`config.mk`:
```
export PLATFORM = sky130hd
export DESIGN_NAME = tlc_vehicle_detector
export DESIGN_NICKNAME = d
export VERILOG_FILES = /design/src/rtl/tlc_pkg.sv /design/src/rtl/tlc_debounce.sv /design/src/rtl/tlc_vehicle_detector.sv
export SDC_FILE = /design/constraint.sdc
export NUM_CORES = 1
export LEC_CHECK = 0
export ABC_CLOCK_PERIOD_IN_PS = 4900
export CAP_MARGIN = 30
export CORE_AREA = 2 2 39 41
export CTS_CLUSTER_DIAMETER = 60
export DETAILED_ROUTE_END_ITERATION = 10
export DIE_AREA = 0 0 41 43
export PLACE_DENSITY = 0.75
export SYNTH_ARGS = -nofsm -noshare
export SYNTH_HDL_FRONTEND = slang
export SYNTH_SLANG_ARGS = --single-unit
```
`constraint.sdc`:
```
create_clock -name clock -period 4.9 [get_ports clock]
set_input_delay 1.47 -clock clock [delete_from_list [all_inputs] [get_ports clock]]
set_output_delay 1.47 -clock clock [all_outputs]
set_load 0.005 [all_outputs]
```
`src/rtl/tlc_pkg.sv`:
```
// Shared definitions for the traffic-light controller and its side-road vehicle detector.
package tlc_pkg;

  typedef enum logic [2:0] {
    RED    = 3'b100,
    YELLOW = 3'b010,
    GREEN  = 3'b001
  } lamp_e;

  localparam int unsigned DEB_CYCLES_DEF    = 4;
  localparam int unsigned DEPART_CYCLES_DEF = 3;

  // Top-level decode of the controller's side-road lamp into side_green.
  function automatic logic is_green(input lamp_e lamp);
    return lamp == GREEN;
  endfunction

endpackage

```
`src/rtl/tlc_debounce.sv`:
```
// Two-flop synchroniser followed by a stable-count debouncer; emits the debounced level
// and a single-cycle pulse that is high in the cycle whose edge raises the level.
module tlc_debounce
  import tlc_pkg::*;
#(
  parameter int unsigned DEB_CYCLES = DEB_CYCLES_DEF
) (
  input  logic clk_i,
  input  logic rst_i,
  input  logic raw_i,
  output logic deb_o,
  output logic rise_o
);

  localparam int unsigned DCW = (DEB_CYCLES > 1) ? $clog2(DEB_CYCLES) : 1;
  localparam logic [DCW-1:0] DCNT_LAST = DCW'(DEB_CYCLES - 1);

  logic           s1_q, s2_q;
  logic           deb_q, deb_d;
  logic [DCW-1:0] dcnt_q, dcnt_d;

  always_comb begin
    deb_d  = deb_q;
    dcnt_d = '0;
    if (s2_q != deb_q) begin
      if (dcnt_q < DCNT_LAST) dcnt_d = dcnt_q + 1'b1;
      else                    deb_d  = s2_q;
    end
  end

  always_ff @(posedge clk_i) begin
    if (rst_i) begin
      s1_q   <= 1'b0;
      s2_q   <= 1'b0;
      deb_q  <= 1'b0;
      dcnt_q <= '0;
    end else begin
      s1_q   <= raw_i;
      s2_q   <= s1_q;
      deb_q  <= deb_d;
      dcnt_q <= dcnt_d;
    end
  end

  // Combinational so the arrival lands on the same edge that flips the level.
  assign rise_o = deb_d & ~deb_q;
  assign deb_o  = deb_q;

endmodule

```
`src/rtl/tlc_vehicle_detector.sv`:
```
// Side-road vehicle detector: debounced loop arrivals feed a saturating queue that is
// drained one vehicle per DEPART_CYCLES of side-road green; sensor flags a non-empty queue.
module tlc_vehicle_detector
  import tlc_pkg::*;
#(
  parameter int unsigned DEB_CYCLES    = DEB_CYCLES_DEF,
  parameter int unsigned DEPART_CYCLES = DEPART_CYCLES_DEF,
  parameter int unsigned CNT_W         = 4
) (
  input  logic             clock,
  input  logic             reset,
  input  logic             raw_loop,
  input  logic             side_green,
  output logic             sensor,
  output logic [CNT_W-1:0] veh_count,
  output logic             overflow
);

  localparam int unsigned DW = (DEPART_CYCLES > 1) ? $clog2(DEPART_CYCLES) : 1;
  localparam logic [DW-1:0]    DEP_LAST = DW'(DEPART_CYCLES - 1);
  localparam logic [CNT_W-1:0] CNT_MAX  = '1;

  logic             deb_lvl, deb_rise;
  logic             arrival, departure;
  logic [DW-1:0]    dep_q, dep_d;
  logic [CNT_W-1:0] cnt_q, cnt_d;
  logic             ovf_q, ovf_d;

  tlc_debounce #(
    .DEB_CYCLES(DEB_CYCLES)
  ) u_debounce (
    .clk_i (clock),
    .rst_i (reset),
    .raw_i (raw_loop),
    .deb_o (deb_lvl),
    .rise_o(deb_rise)
  );

  assign arrival = deb_rise & ~deb_lvl;

  always_comb begin
    dep_d     = '0;
    departure = 1'b0;
    if (side_green && (cnt_q != '0)) begin
      if (dep_q == DEP_LAST) departure = 1'b1;
      else                   dep_d     = dep_q + 1'b1;
    end
  end

  // An arrival coinciding with a departure cancels out, even at saturation.
  always_comb begin
    cnt_d = cnt_q;
    ovf_d = ovf_q;
    unique case ({arrival, departure})
      2'b10: begin
        if (cnt_q == CNT_MAX) ovf_d = 1'b1;
        else                  cnt_d = cnt_q + 1'b1;
      end
      2'b01:   cnt_d = cnt_q - 1'b1;
      default: cnt_d = cnt_q;
    endcase
  end

  always_ff @(posedge clock) begin
    if (reset) begin
      dep_q <= '0;
      cnt_q <= '0;
      ovf_q <= 1'b0;
    end else begin
      dep_q <= dep_d;
      cnt_q <= cnt_d;
      ovf_q <= ovf_d;
    end
  end

  assign sensor    = (cnt_q != '0);
  assign veh_count = cnt_q;
  assign overflow  = ovf_q;

endmodule

```
==> key figures <==
Run status
  • Status: finished, final reports clean

Hold path
  • Min-delay worst type: reg -> reg
  • Hold path start: u_debounce.dcnt_q[0]

Clock network
  • CTS Buffer Depth: 2
  • CTS tree: yes
  • TritonCTS buffer count: 3
  • CTS clk-pin slew, worst paths: 0.07 ns
  • Clock sink total: 12
  • Setup bufs post-CTS: 0
  • Root Driver: clkbuf_4
  • Cts repair resizes: 0
  • Hold Buf Count CTS: 0
  • Clock Latency Late Sink: 0.27 ns
  • H-tree depth: 1

Setup path
  • Worst Path Required: 3.43 ns
  • Type of origin of the critical path: register
  • Worst path max stage delay: 0.66 ns
  • CP delay by family, top: simple AND/OR/NAND/NOR gates
  • CP Max Fanout: 8
  • Reg2Reg Launch Point: veh_count[1]
  • Setup CP Type: reg -> out
  • Crit. End Element: output port
  • CP Buf/Inv Count: 1
  • CP cell instances: or4_1 -> clkdlybuf4s50_1
  • CP arrival: 1.81 ns
  • Critical Path Source: veh_count[1]
  • Slowest-stage cell, CP: or4_1

Route
  • Via count: 438
  • DR WL/cell: 11.0 um
  • 1st-iter DRT viols: 3
  • Number of remaining DRC errors: 0
  • Antenna-violating nets left: 0
  • Final WL: 921 um
  • Via density: 5.21
  • Pre-antenna DRT Iters: 3

Synthesis
  • Mapped Nets: 65
  • Post-synthesis register bit count: 12
  • Avg Cell Area, Syn: 9.54 um^2
  • Post-Syn Area: 553 um^2
  • Top cells by area, synth: dfxtp_1 43%, ha_1 6.8%, nor2_1 6.8%, a311oi_4 4.8%, mux2_1 4.1%
  • Yosys warns: 0
  • Post-Synthesis Cells: 58
  • Sequential area share after synthesis: 43.4%
  • Yosys top cell area share: 43.4%
  • Yosys top cell by area: dfxtp_1
  • Yosys cell types: 26

Timing
  • RSZ-0062 raised after global routing: no
  • Total negative slack: 0 ns
  • Max Freq: 0.305 GHz
  • Max_slew headroom: 71.2%
  • Final Hold Viols: 0
  • Final setup vio count: 0
  • Min Hold Slack: 0.418 ns
  • Final worst path period share: 67.0%
  • Slew @ Worst Pin: 0.430 ns
  • Period minus WS final: 3.28 ns
  • Final-report max-slew violation count: 0
  • Worst Clk Skew: 0.00216 ns

Floorplan
  • Die area: 0.00176 mm^2
  • Core Rows: 14
  • Core area: 0.00138 mm^2
  • # IOs: 10
  • Initial Utilization: 40.0%
  • Die extent in x: 41 um
  • Die height: 43 um

Final layout
  • Util after Layout: 48.9%
  • Layout cells sized above 1: 5.88%
  • Most frequent cells in the layout: 12 x dfxtp_1, 10 x nor2_1, 9 x clkdlybuf4s50_1, 4 x inv_1
  • Fill cell count: 136
  • Synth-to-layout area growth: 22.4%
  • Final #Nets: 77
  • Diodes inserted: 0
  • Most common cell after layout, fill and taps aside: dfxtp_1

Pwr
  • Part of the power in registers: 60.5%
  • Clock network fraction of design power: 35.7%
  • VDD IR max: 141 uV
  • Sw Pwr: 33.2 uW
  • Leakage power: 0.277 nW
  • Combinational power share: 3.8%
  • P per Cell Area: 241 mW/mm^2
  • Net Sw Frac: 20.3%
  • Int Power: 130 uW

Global route
  • First-pass GRT wire length: 1480 um
  • Initial antenna violation count: 0
  • Largest net degree at the start of global routing: 14
  • Vias in the first global route: 371
  • Global Route Usage Sum: 12.6%
  • Grt total ovfl: 0

Place
  • Dpl hpwl: 689 um
  • I/O Buffers: 9
  • GPL Wtd Cong: 0.758

Job
  • Max Cap Viol: 0
[final cells by class]
| type | count | area [um^2] | share of cell area [%] |
|---|---|---|---|
| multi-input combinational | 40 | 289 | 42.7 |
| sequential | 12 | 240 | 35.5 |
| timing repair buffer | 9 | 90.1 | 13.3 |
| clock buffer | 3 | 22.5 | 3.33 |
| tap | 16 | 20.0 | 2.96 |
| inverter | 4 | 15.0 | 2.22 |
[per-stage QoR]
step           instances  cell area, um^2  power (mW)  setup WS (ns)
4_1_cts               84              677       0.166           1.61
2_1_floorplan         58              553       0.104           2.25
6_report              84              677       0.163           1.62
3_3_place_gp          81              654       0.107           1.61
5_1_grt               84              677       0.172           1.57
3_5_place_dp          81              654       0.107           1.56
[layer usage]
layer  share of wire (%)  vias to the layer above  global-route usage (%)  routed length [um]
li1                    -                      224                       -                   -
met1                  49                      206                    15.6                 454
met2                  46                        6                    17.5                 424
met3                 2.6                        2                    4.71                  24
met4                 1.8                        0                    8.00                  17
met5                   0                        -                       0                   0
[path summary, 6_finish.rpt]
path	to	slack, ns	cells past startpoint
setup / recovery	sensor	1.62	2
hold / removal	u_debounce.dcnt_q[0]	0.42	1
setup reg to reg	veh_count[2]	2.57	6
hold reg to reg	u_debounce.dcnt_q[0]	0.42	1
[Yosys cell counts]
library cell	number
nand2_1	1
or2b_1	1
or4_1	1
a211oi_1	1
a31oi_1	1
inv_1	4
a311oi_4	1
nand4_1	1
nand3_1	2
mux2i_1	1
xor2_1	1
dfxtp_1	12
and3b_1	1
and4b_1	1
mux2_1	2
nor2b_1	3
ha_1	3
a21oi_1	3
or3_1	1
a32oi_1	1
nand2b_1	2
clkbuf_1	1
o41ai_1	1
xnor2_1	1
nor2_1	10
buf_2	1
[sequential cells by signal (all words and copies together), names as in the netlist]
name	flops
dep_q	2
overflow	1
u_debounce.dcnt_q	2
u_debounce.deb_o	1
u_debounce.s1_q	1
u_debounce.s2_q	1
veh_count	4
[cell families (layout without fill, tap and decap cells)]
| kind of cell | after synthesis | after routing | synth area share, % |
|---|---|---|---|
| flip-flops | 12 | 12 | 43.4 |
| AO/OA/AOI/OAI | 8 | 8 | 13.1 |
| XOR/XNOR | 2 | 2 | 3.17 |
| buffers and inverters | 6 | 16 | 4.30 |
| adder cells (fa/ha/maj) | 3 | 3 | 6.79 |
| AND/OR/NAND/NOR | 24 | 24 | 23.3 |
| multiplexers | 3 | 3 | 5.88 |
[power groups by stage]
| stage | combinational (mW) | sequential, mW | clock (mW) |
|---|---|---|---|
| 4_1_cts | 0.00624 | 0.0989 | 0.0609 |
| 3_3_place_gp | 0.00598 | 0.101 | 0 |
| 6_report | 0.00615 | 0.0989 | 0.0584 |
| 5_1_grt | 0.00681 | 0.0991 | 0.0662 |
| 2_1_floorplan | 0.00273 | 0.101 | 0 |
| 3_5_place_dp | 0.00623 | 0.101 | 0 |
(Power assumes the default switching activity.)
